==> src/rtl/online_to_binary_converter_if.sv <==
// Digit-stream and result bundle between the on-line adder side (master)
// and the on-the-fly converter (slave).
interface online_to_binary_converter_if #(
  parameter int N = 8
) ();
  logic         start;
  logic         digit_valid;
  logic [1:0]   digit_in;
  logic [N:0]   result;
  logic         done;
  logic         busy;

  modport master (
    output start, digit_valid, digit_in,
    input  result, done, busy
  );

  modport slave (
    input  start, digit_valid, digit_in,
    output result, done, busy
  );
endinterface

==> src/rtl/online_to_binary_converter.sv <==
// On-the-fly conversion of an MSD-first radix-2 signed-digit stream into an
// (N+1)-bit two's-complement word using Q/QM registers, no carry chain.
module online_to_binary_converter #(
  parameter int N = 8
) (
  input  logic                          clk,
  input  logic                          rst_n,
  online_to_binary_converter_if.slave   bus
);
  localparam int W  = N + 1;
  localparam int CW = $clog2(N + 1);

  typedef enum logic {IDLE, CONV} state_t;

  state_t          state_reg, state_next;
  logic [W-1:0]    q_reg, q_next;
  logic [W-1:0]    qm_reg, qm_next;
  logic [W-1:0]    result_reg, result_next;
  logic [CW-1:0]   cnt_reg, cnt_next;
  logic            done_reg, done_next;

  logic [W-1:0]    q_base, qm_base;
  logic [CW-1:0]   cnt_base;
  logic            accept, last;

  always_ff @(posedge clk) begin
    if (!rst_n) begin
      state_reg  <= IDLE;
      q_reg      <= '0;
      qm_reg     <= '1;
      cnt_reg    <= '0;
      result_reg <= '0;
      done_reg   <= 1'b0;
    end else begin
      state_reg  <= state_next;
      q_reg      <= q_next;
      qm_reg     <= qm_next;
      cnt_reg    <= cnt_next;
      result_reg <= result_next;
      done_reg   <= done_next;
    end
  end

  always_comb begin
    state_next  = state_reg;
    q_next      = q_reg;
    qm_next     = qm_reg;
    cnt_next    = cnt_reg;
    result_next = result_reg;
    done_next   = 1'b0;

    // A start re-seeds Q/QM/cnt so a same-cycle digit is taken as digit 0.
    q_base   = bus.start ? '0 : q_reg;
    qm_base  = bus.start ? '1 : qm_reg;
    cnt_base = bus.start ? '0 : cnt_reg;

    accept = bus.digit_valid && (bus.start || (state_reg == CONV));
    last   = accept && (cnt_base == CW'(N - 1));

    if (bus.start) begin
      state_next = CONV;
      q_next     = q_base;
      qm_next    = qm_base;
      cnt_next   = cnt_base;
    end

    if (accept) begin
      case (bus.digit_in)
        2'b10: begin
          q_next  = {q_base[W-2:0], 1'b1};
          qm_next = {q_base[W-2:0], 1'b0};
        end
        2'b01: begin
          q_next  = {qm_base[W-2:0], 1'b1};
          qm_next = {qm_base[W-2:0], 1'b0};
        end
        default: begin
          q_next  = {q_base[W-2:0], 1'b0};
          qm_next = {qm_base[W-2:0], 1'b1};
        end
      endcase
      cnt_next = cnt_base + CW'(1);
    end

    if (last) begin
      state_next  = IDLE;
      result_next = q_next;
      done_next   = 1'b1;
      cnt_next    = '0;
    end
  end

  always_comb begin
    bus.busy   = (state_reg == CONV);
    bus.result = result_reg;
    bus.done   = done_reg;
  end
endmodule

==> src/flat_wrapper.sv <==
// flat-port wrapper written by rule: the top's interface ports become plain ports
module online_to_binary_converter_flat 
#(
  parameter int N = 8
)
  (clk, rst_n, bus_start, bus_digit_valid, bus_digit_in, bus_result, bus_done, bus_busy);
  online_to_binary_converter_if #(.N(N)) bus_i ();
  input  logic clk;
  input  logic rst_n;
  input wire logic [$bits(bus_i.start)-1:0] bus_start;
  input wire logic [$bits(bus_i.digit_valid)-1:0] bus_digit_valid;
  input wire logic [$bits(bus_i.digit_in)-1:0] bus_digit_in;
  output wire logic [$bits(bus_i.result)-1:0] bus_result;
  output wire logic [$bits(bus_i.done)-1:0] bus_done;
  output wire logic [$bits(bus_i.busy)-1:0] bus_busy;
  assign bus_i.start = bus_start;
  assign bus_i.digit_valid = bus_digit_valid;
  assign bus_i.digit_in = bus_digit_in;
  assign bus_result = bus_i.result;
  assign bus_done = bus_i.done;
  assign bus_busy = bus_i.busy;
  online_to_binary_converter #(.N(N)) u_core (.clk(clk), .rst_n(rst_n), .bus(bus_i));
endmodule
==> config.mk <==
export PLATFORM = sky130hd
export DESIGN_NAME = online_to_binary_converter_flat
export DESIGN_NICKNAME = d
export VERILOG_FILES = /design/src/rtl/online_to_binary_converter_if.sv /design/src/rtl/online_to_binary_converter.sv /design/src/flat_wrapper.sv
export SDC_FILE = /design/constraint.sdc
export NUM_CORES = 1
export LEC_CHECK = 0
export CORE_AREA = 2 2 57 86
export CTS_CLUSTER_DIAMETER = 100
export CTS_CLUSTER_SIZE = 10
export DETAILED_ROUTE_END_ITERATION = 10
export DIE_AREA = 0 0 59 88
export PLACE_DENSITY = 0.51
export REMOVE_ABC_BUFFERS = 1
export SYNTH_ARGS = -nofsm -noshare
export SYNTH_HDL_FRONTEND = slang
export SYNTH_SLANG_ARGS = --single-unit
==> constraint.sdc <==
create_clock -name clk -period 2 [get_ports clk]
set_input_delay 0.4 -clock clk [delete_from_list [all_inputs] [get_ports clk]]
set_output_delay 0.4 -clock clk [all_outputs]
set_load 0.01 [all_outputs]
==> metrics.md <==
| Metric | Value |
|---|---|
| Initial antenna violation count | `0` |
| Area leader, netlist | `dfxtp_1` |
| ANT cells | `0` |
| CTS tree | `built` |
| Predominant post-synthesis flop cell | `dfxtp_1` |
| Power Density | `714 nW/um2` |
| Placer Congestion | `between 0.8 and 0.9` |
| Die Span X | `between 50 and 60 um` |
| Syn Area/Cell | `~8.6 um2` |
| DP HPWL | `2790 um` |
| Starting density of the core | `0.339` |
| Actual slew at the worst max-slew pin | `roughly 0.34 ns` |
| Pre-antenna DRT Iters | `6` |
| Power consumption | `1.40 mW` |
| DIE HEIGHT | `about 90 um` |
| Area delta synth->final | `30.4%` |
| WP data arrival | `between 2 and 2.5 ns` |
| Final Setup Violations | `0` |
| Post-synthesis cell count | `between 150 and 200` |
| Ys Warns | `0` |
| RR Startpoint | `u_core.cnt_reg[0]` |
| Netlist cell types | `37` |
| Grt total ovfl | `0` |
| TritonCTS Buffers | `5` |
| Hold path startpoint | `u_core.bus.result[7]` |
| Crit-path cells | `clkdlybuf4s50_1 -> inv_1 -> ha_1 -> buf_4 -> nor2_1 -> nor2_1 -> buf_4 -> a21oi_1 -> a21oi_1` |
| CP Max Fanout | `6` |
| Slowest cell on the critical path | `clkdlybuf4s50_1` |
| CTS Sinks | `31` |
| CP max stage delay | `about 0.48 ns` |
| Fin. max-slew vios | `0` |
| Global Route Usage Sum | `0.169` |
| Final Skew | `approximately 0.0053 ns` |
| Worst-Skew Late Latency | `0.28 ns` |
| Flops & latches, synth | `31` |
| Top post-synthesis cells by count | `dfxtp_1, nor2_1, o21ai_0` |
| Max Cap Viol | `0` |
| Top-count cell post-synth | `dfxtp_1` |
| Seq/Total Area, Yosys | `0.413` |
| Layout fillers | `468` |
| Largest net degree at the start of global routing | `30` |
| Drt wl/cell | `14.9 um` |
| Initial DRC Count | `31` |
| Vias per cell | `5.22` |
| Largest cells by area after synthesis | `dfxtp_1, o21ai_0, nor2_1` |
| Share of the synthesized area in the top cell type | `0.413` |
| Dpl ws | `-0.269 ns` |
| Number of synthesized flops with an enable pin | `0` |
| Peak supply drop | `approximately 0.33 mV` |
| CP required | `~2.2 ns` |
| Status | `complete, no violations` |
| Hold Fails Final Rpt | `0` |
| WS Path Type | `primary input to flip-flop` |
| Root buffer cell | `clkbuf_8` |
| Final nets | `between 200 and 250` |
| Clock H-tree levels | `2` |
| CP endpoint kind | `flip-flop` |
| Critical Path Start | `bus_digit_in[0]` |
| Max clock buf depth | `2` |
| Setup repair bufs after CTS | `0` |
| Final ANT Viol Nets | `0` |
| Drt drc | `0` |
| IO Pins | `17` |
| Layout cells sized above 1 | `0.198` |
| Unrepaired setup endpoints after global routing | `yes` |
| LEAKAGE | `about 0.80 nW` |
| Crit share post-route | `0.980` |
| Std-Cell Rows | `30` |
| Vias in the first global route | `between 1000 and 1500` |
| Multi-input gate area | `~800 um2` |
| Detailed Route WL | `between 3000 and 4000 um` |
| First-pass GRT wire length | `~6600 um` |
| Crit path launch type | `primary input` |
| IO buf count | `16` |
| Min Tclk post-route | `about 2.0 ns` |
| Clock-pin transition on the worst setup and hold timing paths | `around 0.070 ns` |
| Slew HR | `0.775` |
| Fin util | `0.442` |
| Highest clock rate | `approximately 500 MHz` |
| Register area | `slightly above 600 um2` |
| Worst min-delay path class | `flip-flop to flip-flop` |
| Area of the die | `just over 5000 um2` |
| Cell Area, Synth | `around 1500 um2` |
| Share of flip-flops with an asynchronous set or reset | `0` |
| Setup ws final | `about 0.040 ns` |
| CORE AREA | `4430 um2` |
| DR vias | `~1400` |
| Max FFs per register | `9` |
-- per-stage QoR --
| step | TNS (ns) | instances | hold slack [ns] | instance area (um2) |
|---|---|---|---|---|
| floorplan | 0 | 160 | 0.471 | 1420 |
| global placement | -3.52 | 252 | 0.481 | 1850 |
| detailed placement | -4.74 | 252 | 0.490 | 1850 |
| CTS | 0 | 260 | 0.506 | 1950 |
| global route | -0.0570 | 260 | 0.520 | 1960 |
| finish | 0 | 260 | 0.504 | 1960 |
-- worst max-delay path, delay by kind of cell --
kind                       cells  cell delay (ns)
and+or+nand+nor                2             0.18
adders and majority gates      1             0.34
buffers and inverters          4             0.84
AOI/OAI and AO/OA              2             0.37
-- routing by layer --
layer	global-route usage	vias to the layer above	share of wire
li1	-	687	-
met1	0.203	645	0.45
met2	0.287	20	0.51
met3	0.0399	5	0.026
met4	0.0682	0	0.019
met5	0	-	0
-- worst paths after layout --
check	endpoint	slack, ns	cells after the start
max	u_core.bus.result[2]	0.04	9
min	u_core.bus.result[7]	0.50	1
max reg2reg	u_core.cnt_reg[0]	0.42	6
min reg2reg	u_core.bus.result[7]	0.50	1
-- report_power, final --
part / internal, mW / switching, mW / leakage (nW) / total [mW]
sequential: 0.642 / 0.0184 / 0.253 / 0.660
clock: 0.314 / 0.229 / 0.0515 / 0.542
combinational: 0.0928 / 0.103 / 0.497 / 0.196
-- layout by cell type (no fill, tap or decap), types with 3 or more instances in the layout --
cell,instances
a21boi_0,5
dfxtp_1,31
o311ai_0,4
clkdlybuf4s50_1,15
nand2b_1,4
nor2b_1,13
nor2_1,22
clkbuf_8,7
a21oi_2,3
a211oi_1,5
ha_1,3
buf_4,28
a21oi_1,10
mux2i_1,3
nand2_1,4
o21ai_0,22
-- area by class of cell --
class,count,area share
Inverter,2,0.00383
Clock buffer,8,0.0511
Tap cell,48,0.0307
Sequential cell,31,0.317
Timing Repair Buffer,44,0.190
Multi-Input combinational cell,127,0.407
-- logic make-up after synthesis --
kind of cell,Yosys count,share of synthesized area
compound gates,64,0.278
xor+xnor,2,0.0117
fa+ha+maj,3,0.0250
buf+inv,16,0.0600
flops,31,0.413
mux,3,0.0200
simple gates,55,0.192
-- what timing repair did --
| action | in CTS | in global routing |
|---|---|---|
| endpoints found under the hold margin | 0 | 0 |
| setup endpoints to repair | 0 | 13 |
| resized for setup | 0 | 3 |
| hold buffers | 0 | 0 |
Note: power is estimated with default switching activity, not from simulation.
